--- config.mk ---
export PLATFORM = sky130hd
export DESIGN_NAME = memshare_rqst_issuer_flat
export DESIGN_NICKNAME = d
export VERILOG_FILES = /design/src/rtl/memshare_rqst_issuer_if.sv /design/src/rtl/memshare_rqst_issuer.sv /design/src/flat_wrapper.sv
export SDC_FILE = /design/constraint.sdc
export NUM_CORES = 1
export LEC_CHECK = 0
export BUFFER_PORTS_ARGS = -buffer_cell sky130_fd_sc_hd__buf_2
export CELL_PAD_IN_SITES_DETAIL_PLACEMENT = 1
export CELL_PAD_IN_SITES_GLOBAL_PLACEMENT = 2
export CORE_MARGIN = 5
export CORE_UTILIZATION = 30
export DETAILED_ROUTE_END_ITERATION = 8
export HOLD_SLACK_MARGIN = 0.1
export PLACE_DENSITY_LB_ADDON = 0.1
export SLEW_MARGIN = 25
export SYNTH_ARGS = -nofsm -noshare
export SYNTH_HDL_FRONTEND = slang
export SYNTH_SLANG_ARGS = --single-unit
--- constraint.sdc ---
create_clock -name sys_clk -period 2.2 [get_ports sys_clk]
set_clock_uncertainty 0.15 [all_clocks]
set_input_delay 0.11 -clock sys_clk [delete_from_list [all_inputs] [get_ports sys_clk]]
set_output_delay 0.11 -clock sys_clk [all_outputs]
set_load 0.05 [all_outputs]
--- src/rtl/memshare_rqst_issuer_if.sv ---
// rtl/memshare_rqst_issuer_if.sv - read-address handshake bundle toward the message-passing buffer
interface memshare_rqst_issuer_if #(
   parameter int ADDR_WIDTH = 5
);
   logic [ADDR_WIDTH-1:0] rd_addr_o;
   logic                  rd_valid_o;
   logic                  rd_ready_i;

   modport master (
      output rd_addr_o,
      output rd_valid_o,
      input  rd_ready_i
   );

   modport slave (
      input  rd_addr_o,
      input  rd_valid_o,
      output rd_ready_i
   );
endinterface

--- src/rtl/memshare_rqst_issuer.sv ---
// rtl/memshare_rqst_issuer.sv - issues memShare read-address stream and counts requests per SCU period
module memshare_rqst_issuer #(
   parameter int ADDR_WIDTH = 5,
   parameter int OPND_WIDTH = 4,
   parameter int MAX_RQST   = 8,
   parameter int CNT_WIDTH  = 4,
   parameter int ADDR_BASE  = 0
) (
   input  logic                     sys_clk,
   input  logic                     rstn,
   input  logic                     scu_begin_i,
   input  logic [CNT_WIDTH-1:0]     rqst_num_i,
   input  logic [OPND_WIDTH-1:0]    increment_operand_i,
   input  logic [ADDR_WIDTH-1:0]    drc_base_addr_i,
   input  logic                     rebase_i,
   memshare_rqst_issuer_if.master   rd_if,
   output logic [CNT_WIDTH-1:0]     issued_cnt_o,
   output logic                     busy_o,
   output logic                     done_o
);

   typedef enum logic [1:0] {
      IDLE  = 2'd0,
      ISSUE = 2'd1,
      DONE  = 2'd2
   } state_t;

   localparam logic [CNT_WIDTH-1:0]  MAX_C  = CNT_WIDTH'(MAX_RQST);
   localparam logic [ADDR_WIDTH-1:0] BASE_C = ADDR_WIDTH'(ADDR_BASE);

   state_t                  state_q;
   logic [CNT_WIDTH-1:0]    cnt_lat_q;
   logic [CNT_WIDTH-1:0]    issued_cnt_q;
   logic [ADDR_WIDTH-1:0]   addr_q;
   logic                    valid_q;
   logic                    busy_q;
   logic                    done_q;
   logic                    pend_q;

   logic [CNT_WIDTH-1:0]    rqst_sat_d;
   logic [CNT_WIDTH-1:0]    issued_cnt_d;
   logic [ADDR_WIDTH-1:0]   addr_step_d;
   logic [ADDR_WIDTH-1:0]   addr_d;
   logic                    handshake;

   // Saturated request count, next counter value and next address for a handshake
   always_comb begin
      rqst_sat_d   = (rqst_num_i > MAX_C) ? MAX_C : rqst_num_i;
      issued_cnt_d = issued_cnt_q + CNT_WIDTH'(1);
      addr_step_d  = ADDR_WIDTH'(increment_operand_i);
      addr_d       = (rebase_i | pend_q) ? drc_base_addr_i : (addr_q + addr_step_d);
      handshake    = valid_q & rd_if.rd_ready_i;
   end

   // Period FSM with registered outputs; a new scu_begin_i always wins over a handshake
   always_ff @(posedge sys_clk or negedge rstn) begin
      if (!rstn) begin
         state_q      <= IDLE;
         cnt_lat_q    <= '0;
         issued_cnt_q <= '0;
         addr_q       <= BASE_C;
         valid_q      <= 1'b0;
         busy_q       <= 1'b0;
         done_q       <= 1'b0;
         pend_q       <= 1'b0;
      end else begin
         done_q <= 1'b0;
         if (scu_begin_i) begin
            cnt_lat_q    <= rqst_sat_d;
            issued_cnt_q <= '0;
            addr_q       <= BASE_C;
            pend_q       <= 1'b0;
            if (rqst_sat_d == '0) begin
               state_q <= DONE;
               valid_q <= 1'b0;
               busy_q  <= 1'b0;
               done_q  <= 1'b1;
            end else begin
               state_q <= ISSUE;
               valid_q <= 1'b1;
               busy_q  <= 1'b1;
            end
         end else begin
            case (state_q)
               ISSUE: begin
                  if (handshake) begin
                     issued_cnt_q <= issued_cnt_d;
                     addr_q       <= addr_d;
                     pend_q       <= 1'b0;
                     if (issued_cnt_d == cnt_lat_q) begin
                        state_q <= DONE;
                        valid_q <= 1'b0;
                        busy_q  <= 1'b0;
                        done_q  <= 1'b1;
                     end
                  end else if (rebase_i) begin
                     pend_q <= 1'b1;
                  end
               end
               DONE: begin
                  state_q <= IDLE;
               end
               default: begin
                  state_q <= IDLE;
               end
            endcase
         end
      end
   end

   assign rd_if.rd_addr_o  = addr_q;
   assign rd_if.rd_valid_o = valid_q;
   assign issued_cnt_o     = issued_cnt_q;
   assign busy_o           = busy_q;
   assign done_o           = done_q;

endmodule
--- src/flat_wrapper.sv ---
// flat-port wrapper written by rule: the top's interface ports become plain ports
module memshare_rqst_issuer_flat 
#(
   parameter int ADDR_WIDTH = 5,
   parameter int OPND_WIDTH = 4,
   parameter int MAX_RQST   = 8,
   parameter int CNT_WIDTH  = 4,
   parameter int ADDR_BASE  = 0
)
  (sys_clk, rstn, scu_begin_i, rqst_num_i, increment_operand_i, drc_base_addr_i, rebase_i, issued_cnt_o, busy_o, done_o, rd_if_rd_addr_o, rd_if_rd_valid_o, rd_if_rd_ready_i);
  memshare_rqst_issuer_if #(.ADDR_WIDTH(ADDR_WIDTH)) rd_if_i ();
  input  logic sys_clk;
  input  logic rstn;
  input  logic scu_begin_i;
  input  logic [CNT_WIDTH-1:0] rqst_num_i;
  input  logic [OPND_WIDTH-1:0] increment_operand_i;
  input  logic [ADDR_WIDTH-1:0] drc_base_addr_i;
  input  logic rebase_i;
  output logic [CNT_WIDTH-1:0] issued_cnt_o;
  output logic busy_o;
  output logic done_o;
  output wire logic [$bits(rd_if_i.rd_addr_o)-1:0] rd_if_rd_addr_o;
  output wire logic [$bits(rd_if_i.rd_valid_o)-1:0] rd_if_rd_valid_o;
  input wire logic [$bits(rd_if_i.rd_ready_i)-1:0] rd_if_rd_ready_i;
  assign rd_if_rd_addr_o = rd_if_i.rd_addr_o;
  assign rd_if_rd_valid_o = rd_if_i.rd_valid_o;
  assign rd_if_i.rd_ready_i = rd_if_rd_ready_i;
  memshare_rqst_issuer #(.ADDR_WIDTH(ADDR_WIDTH), .OPND_WIDTH(OPND_WIDTH), .MAX_RQST(MAX_RQST), .CNT_WIDTH(CNT_WIDTH), .ADDR_BASE(ADDR_BASE)) u_core (.sys_clk(sys_clk), .rstn(rstn), .scu_begin_i(scu_begin_i), .rqst_num_i(rqst_num_i), .increment_operand_i(increment_operand_i), .drc_base_addr_i(drc_base_addr_i), .rebase_i(rebase_i), .rd_if(rd_if_i), .issued_cnt_o(issued_cnt_o), .busy_o(busy_o), .done_o(done_o));
endmodule
==> flow_metrics.env, run 1 <==
export IMPL_stdcell_count=196
export IMPL_vdd_ir_drop_max_mv=0.5282
export IMPL_routed_via_density=4.515
export IMPL_slowest_stage="dlygate4sd3_1"
export IMPL_synthTopCellsByArea="dfrtp_1, ha_1, o21ai_0"
export IMPL_clock_sinks=18
export IMPL_grt_pass1_vias=930
export IMPL_cts_buffers=3
export IMPL_syn_area_per_cell_um2=10.09
export IMPL_crit_path_start_kind="input pin"
export IMPL_grt_overflow_total=0
export IMPL_setup_tns_ps=0
export IMPL_synthArstFlopShare=1.000
export IMPL_endpoint_kind="register"
export IMPL_ys_seq_elements=18
export IMPL_finalSetupViolations=0
export IMPL_drtAntennaViolNets=0
export IMPL_die_h_um=68.87
export IMPL_cts_clk_slew_worst_paths_ps=100
export IMPL_synth_cells=103
export IMPL_nFillCells=403
export IMPL_drt_iter0_markers=7
export IMPL_power_density_mw_per_mm2=614.2
export IMPL_synth_edff_count=0
export IMPL_design_die_area_mm2=0.004743
export IMPL_initial_utilization=0.3116
export IMPL_grt_setup_unrepaired="no"
export IMPL_worst_slew_pin_transition_ps=584.5
export IMPL_synth_top_area_frac=0.4332
export IMPL_seq_area_um2=450.4
export IMPL_utilization=0.4297
export IMPL_ys_warn_count=0
export IMPL_multi_input_area_um2=525.5
export IMPL_crit_top_cell="dlygate4sd3_1"
export IMPL_clk_path_buf_depth=2
export IMPL_layout_drive_gt1_share=0.2600
export IMPL_crit_type="input pin to register"
export IMPL_dp_hpwl_um=1865
export IMPL_n_antenna_cell=0
export IMPL_gp_congestion=0.7195
export IMPL_status="completed"
export IMPL_critPathBufInv=4
export IMPL_drv_cap=0
export IMPL_placementRows=21
export IMPL_core_area_mm2=0.003337
export IMPL_yosysUniqueCellTypes=34
export IMPL_area_growth_syn_to_layout_pct=37.91
export IMPL_timing_rr_end="u_core.rd_if.rd_addr_o[0]"
export IMPL_cts_root_buf="clkbuf_4"
export IMPL_syn_nets=127
export IMPL_yosysMostFrequentCell="dfrtp_1"
export IMPL_grt_usage=0.1297
export IMPL_yosysSeqAreaShare=0.4332
export IMPL_drc=0
export IMPL_antenna_found_initial=0
export IMPL_grt_max_degree=19
export IMPL_yosys_area_top_type="dfrtp_1"
export IMPL_num_nets_final=175
export IMPL_relSlewSlack=0.6089
export IMPL_syn_area_mm2=0.001040
export IMPL_num_vias=885
export IMPL_wire_per_inst_um=13.52
export IMPL_path_delay_family="buffers and inverters"
export IMPL_p_leak_uw=0.0007051
export IMPL_finalMaxSlewViolations=0
export IMPL_routed_wirelength_um=2649
export IMPL_numPortBuffers=29
export IMPL_synthFlopType="dfrtp_1"
export IMPL_cp_data_required_time_ps=2230
export IMPL_final_cell_area_mm2=0.001434
export IMPL_drtPass1Iterations=2
export IMPL_period_share=0.9742
export IMPL_pin_count=30
export IMPL_fmax_mhz=466.6
export IMPL_period_minus_slack_ps=2143
export IMPL_worst_r2r_setup_slack_ps=290
export IMPL_die_x_um=68.87
export IMPL_min_path_type="input pin to async pin"
export IMPL_synth_common_cells="dfrtp_1, o21ai_0, nand2_1"
export IMPL_htree_levels=1
export IMPL_grt_pass1_wl_um=4533
export IMPL_r2r_start="u_core.pend_q"
export IMPL_place_area_mm2=0.001205
export IMPL_cpPeakStageDelay_ps=570
export IMPL_path_cells="dlygate4sd3_1 > buf_4 > nand3b_1 > dlygate4sd3_1 > o21ai_0 > dlygate4sd3_1"
export IMPL_arrival_ps=2170
export IMPL_insertion_delay_ps=290
export IMPL_critPathMaxFanout=17
export IMPL_place_inst=173
export IMPL_total_power_uw=880.7
export IMPL_cts_tree="done"
export IMPL_finalHoldViolCount=0
export IMPL_rr_worst_depth=4
## worst max-delay path by stage
stage / start / cells past startpoint / slack [ps] / endpoint
after floorplan: u_core.rd_if.rd_addr_o[0] / 8 / 100 / u_core.rd_if.rd_addr_o[4]
after global placement: u_core.rd_if.rd_addr_o[0] / 8 / 320 / u_core.rd_if.rd_addr_o[4]
after detailed placement: u_core.rd_if.rd_addr_o[0] / 8 / 280 / u_core.rd_if.rd_addr_o[4]
after CTS: scu_begin_i / 6 / 70 / u_core.cnt_lat_q[1]
after global routing: scu_begin_i / 6 / 20 / u_core.cnt_lat_q[1]
final: scu_begin_i / 6 / 60 / u_core.cnt_lat_q[1]
## cells in the final DEF (no fill, tap or decap), types with 3 or more instances in the layout
cell type      count
nor2b_1            3
o21ai_0           10
dfrtp_1           18
nand3b_1           3
dlygate4sd3_1     19
xnor2_1            3
buf_2             28
inv_1              7
nor3_1             3
clkbuf_4           3
nor2_1             7
ha_1               5
xor2_1             4
nand2_1            9
a21oi_1            6
## power breakdown
group	total [uW]	switching [uW]	internal [uW]	leakage (uW)
clock	200	99.6	101	0.0000210
sequential	386	26.2	360	0.000233
combinational	294	177	117	0.000451
total	881	303	578	0.000705
## kinds of logic (layout without fill, tap and decap cells)
logic type | count (synthesis) | count (layout) | synth area share
AO/OA/AOI/OAI | 24 | 24 | 0.1372
AND/OR/NAND/NOR | 33 | 33 | 0.1877
adder cells (fa/ha/maj) | 6 | 6 | 0.07942
multiplexers | 2 | 2 | 0.02046
buffers and inverters | 12 | 59 | 0.06137
XOR/XNOR | 8 | 8 | 0.08063
flip-flops | 18 | 18 | 0.4332
## layout make-up
type,instances,area share
Clock buffer,4,0.02531
Inverter,7,0.01832
Multi-Input combinational cell,73,0.3665
Sequential cell,18,0.3141
Tap cell,46,0.04014
Timing Repair Buffer,48,0.2356
## registers in the layout, summed over array words and instances, names as in the netlist
name	count
u_core.rd_if.rd_addr_o	5
u_core.done_o	1
u_core.rd_if.rd_valid_o	1
u_core.issued_cnt_o	4
u_core.state_q	2
u_core.cnt_lat_q	4
u_core.pend_q	1
## per-layer routing
metal  track usage  vias to the layer above  part of all wire
met2        0.2107                       13              0.50
met3       0.04214                        2             0.040
met1        0.1705                      428              0.46
met4       0.02190                        0            0.0042
li1              -                      442                 -
met5             0                        -                 0
## what timing repair did
item | 4_1_cts | 5_1_grt
setup endpoints to repair | 0 | 2
resized for setup | 0 | 2
endpoints found under the hold margin | 33 | 0
buffers inserted | 0 | 0
hold buffers | 19 | 0
## stage by stage
| stage | hold WS [ps] | worst slack, ps |
|---|---|---|
| after floorplan | -335.6 | 99.89 |
| after global placement | -81.46 | 316.8 |
| after detailed placement | -85.81 | 278.2 |
| after CTS | 125.1 | 72.06 |
| after global routing | 152.6 | 22.81 |
| final | 118.1 | 56.75 |
No activity file was read; power rests on OpenSTA's default activity.
==> run 2: changes to the inputs <==
--- a/config.mk
+++ b/config.mk
@@ -9,7 +9,7 @@
 export CELL_PAD_IN_SITES_DETAIL_PLACEMENT = 1
 export CELL_PAD_IN_SITES_GLOBAL_PLACEMENT = 2
 export CORE_MARGIN = 5
-export CORE_UTILIZATION = 30
+export CORE_UTILIZATION = 33
 export DETAILED_ROUTE_END_ITERATION = 8
 export HOLD_SLACK_MARGIN = 0.1
 export PLACE_DENSITY_LB_ADDON = 0.1
==> constraint.sdc (replaced) <==
create_clock -name sys_clk -period 2.6 [get_ports sys_clk]
set_clock_uncertainty 0.15 [all_clocks]
set_input_delay 0.13 -clock sys_clk [delete_from_list [all_inputs] [get_ports sys_clk]]
set_output_delay 0.13 -clock sys_clk [all_outputs]
set_load 0.05 [all_outputs]
==> run 2 against run 1 <==
Against the previous run:
- clock power decreased by 14%
- power fell by 16%
- setup slack gained 380 ps
- final area decreased by 0.35%
- wire length decreased by 8.5%
- die area decreased by 7.8%
- critical path depth stayed put
- combinational power shrank 17%
==> flow_metrics.env, run 2 (synthesis results as in run 1) <==
export IMPL_cp_data_required_time_ps=2680
export IMPL_setup_tns_ps=0
export IMPL_crit_top_cell="dlygate4sd3_1"
export IMPL_p_leak_uw=0.0007058
export IMPL_core_area_mm2=0.003028
export IMPL_nFillCells=354
export IMPL_clk_path_buf_depth=2
export IMPL_die_h_um=66.13
export IMPL_routed_via_density=4.639
export IMPL_total_power_uw=741.7
export IMPL_layout_drive_gt1_share=0.2600
export IMPL_drc=0
export IMPL_critPathMaxFanout=17
export IMPL_initial_utilization=0.3434
export IMPL_power_density_mw_per_mm2=519.0
export IMPL_insertion_delay_ps=290
export IMPL_vdd_ir_drop_max_mv=0.2120
export IMPL_period_minus_slack_ps=2159
export IMPL_routed_wirelength_um=2424
export IMPL_dp_hpwl_um=1821
export IMPL_fmax_mhz=463.1
export IMPL_critPathBufInv=4
export IMPL_status="completed"
export IMPL_drtPass1Iterations=2
export IMPL_gp_congestion=0.6601
export IMPL_slowest_stage="dlygate4sd3_1"
export IMPL_grt_max_degree=19
export IMPL_arrival_ps=2240
export IMPL_grt_usage=0.1244
export IMPL_hold_ws_ps=99.58
export IMPL_period_share=0.8305
export IMPL_antenna_found_initial=0
export IMPL_cts_clk_slew_worst_paths_ps=100
export IMPL_path_cells="dlygate4sd3_1 > buf_2 > nand3b_1 > dlygate4sd3_1 > o21ai_0 > dlygate4sd3_1"
export IMPL_grt_overflow_total=0
export IMPL_grt_setup_unrepaired="no"
export IMPL_utilization=0.4719
export IMPL_wire_per_inst_um=12.49
export IMPL_place_ws_ps=699.3
export IMPL_pin_count=30
export IMPL_largest_reg_flops=5
export IMPL_postCtsHoldBufs=19
export IMPL_drv_cap=0
export IMPL_grt_pass1_vias=996
export IMPL_design_die_area_mm2=0.004373
export IMPL_clock_sinks=18
export IMPL_numPortBuffers=29
export IMPL_num_vias=900
export IMPL_drtAntennaViolNets=0
export IMPL_placementRows=20
export IMPL_drt_iter0_markers=29
export IMPL_seq_area_um2=450.4
export IMPL_finalHoldViolCount=0
export IMPL_cts_buffers=3
export IMPL_min_path_type="input pin to register"
export IMPL_multi_input_area_um2=525.5
export IMPL_final_common_cell="buf_2"
export IMPL_crit_type="input pin to register"
export IMPL_path_delay_family="buffers and inverters"
export IMPL_cpPeakStageDelay_ps=570
export IMPL_cts_root_buf="clkbuf_4"
export IMPL_cts_resized=0
export IMPL_worst_slew_pin_transition_ps=524.2
export IMPL_grt_pass1_wl_um=4195
export IMPL_cts_tree="done"
export IMPL_crit_path_start_kind="input pin"
export IMPL_n_antenna_cell=0
export IMPL_endpoint_kind="register"
export IMPL_num_nets_final=175
export IMPL_relSlewSlack=0.6492
export IMPL_timing_final_ws_setup_ps=440.6
export IMPL_area_growth_syn_to_layout_pct=37.42
export IMPL_post_cts_buffers=0
export IMPL_layout_common_cells="buf_2, dlygate4sd3_1, dfrtp_1, o21ai_0, nand2_1"
export IMPL_htree_levels=1
export IMPL_finalMaxSlewViolations=0
export IMPL_finalSetupViolations=0
export IMPL_die_x_um=66.13
## run 2: metal layers
metal	global-route usage	up-vias	wire length [um]
met5	0	-	0
met4	0.05330	0	43
met3	0.01871	5	117
li1	-	446	-
met1	0.1376	426	1056
met2	0.2317	23	1207
## run 2: where the power goes
part | internal, uW | total (uW) | switching (uW)
Clock | 85.4 | 172 | 86.3
Combinational | 96.9 | 244 | 147
Sequential | 304 | 326 | 22.0
## run 2: worst min-delay path, stage by stage
cell and delay [ps]:
buf_2 80, ha_1 110, mux2i_1 50, o21ai_0 140
## run 2: cell type report
type,instances,share of cell area
Clock buffer,4,0.02539
Multi-Input combinational cell,73,0.3678
Tap cell,44,0.03853
Sequential cell,18,0.3152
Timing Repair Buffer,48,0.2347
Inverter,7,0.01839
## run 2: per-stage QoR
stage | instances | instance area [um2]
3_3_place_gp | 171 | 1202
2_1_floorplan | 103 | 1040
6_report | 194 | 1429
4_1_cts | 194 | 1429
5_1_grt | 194 | 1429
3_5_place_dp | 171 | 1202
## run 2: worst paths after layout
path | from | end | slack, ps | cells past startpoint
setup / recovery | scu_begin_i | u_core.cnt_lat_q[0] | 440 | 6
hold / removal | increment_operand_i[0] | u_core.rd_if.rd_addr_o[0] | 100 | 4
setup reg to reg | u_core.issued_cnt_o[0] | u_core.rd_if.rd_valid_o | 690 | 6
hold reg to reg | u_core.rd_if.rd_addr_o[0] | u_core.rd_if.rd_addr_o[0] | 380 | 2
max in group asynchronous | rstn | u_core.rd_if.rd_addr_o[0] | 1880 | 2
min in group asynchronous | rstn | u_core.cnt_lat_q[3] | 130 | 2
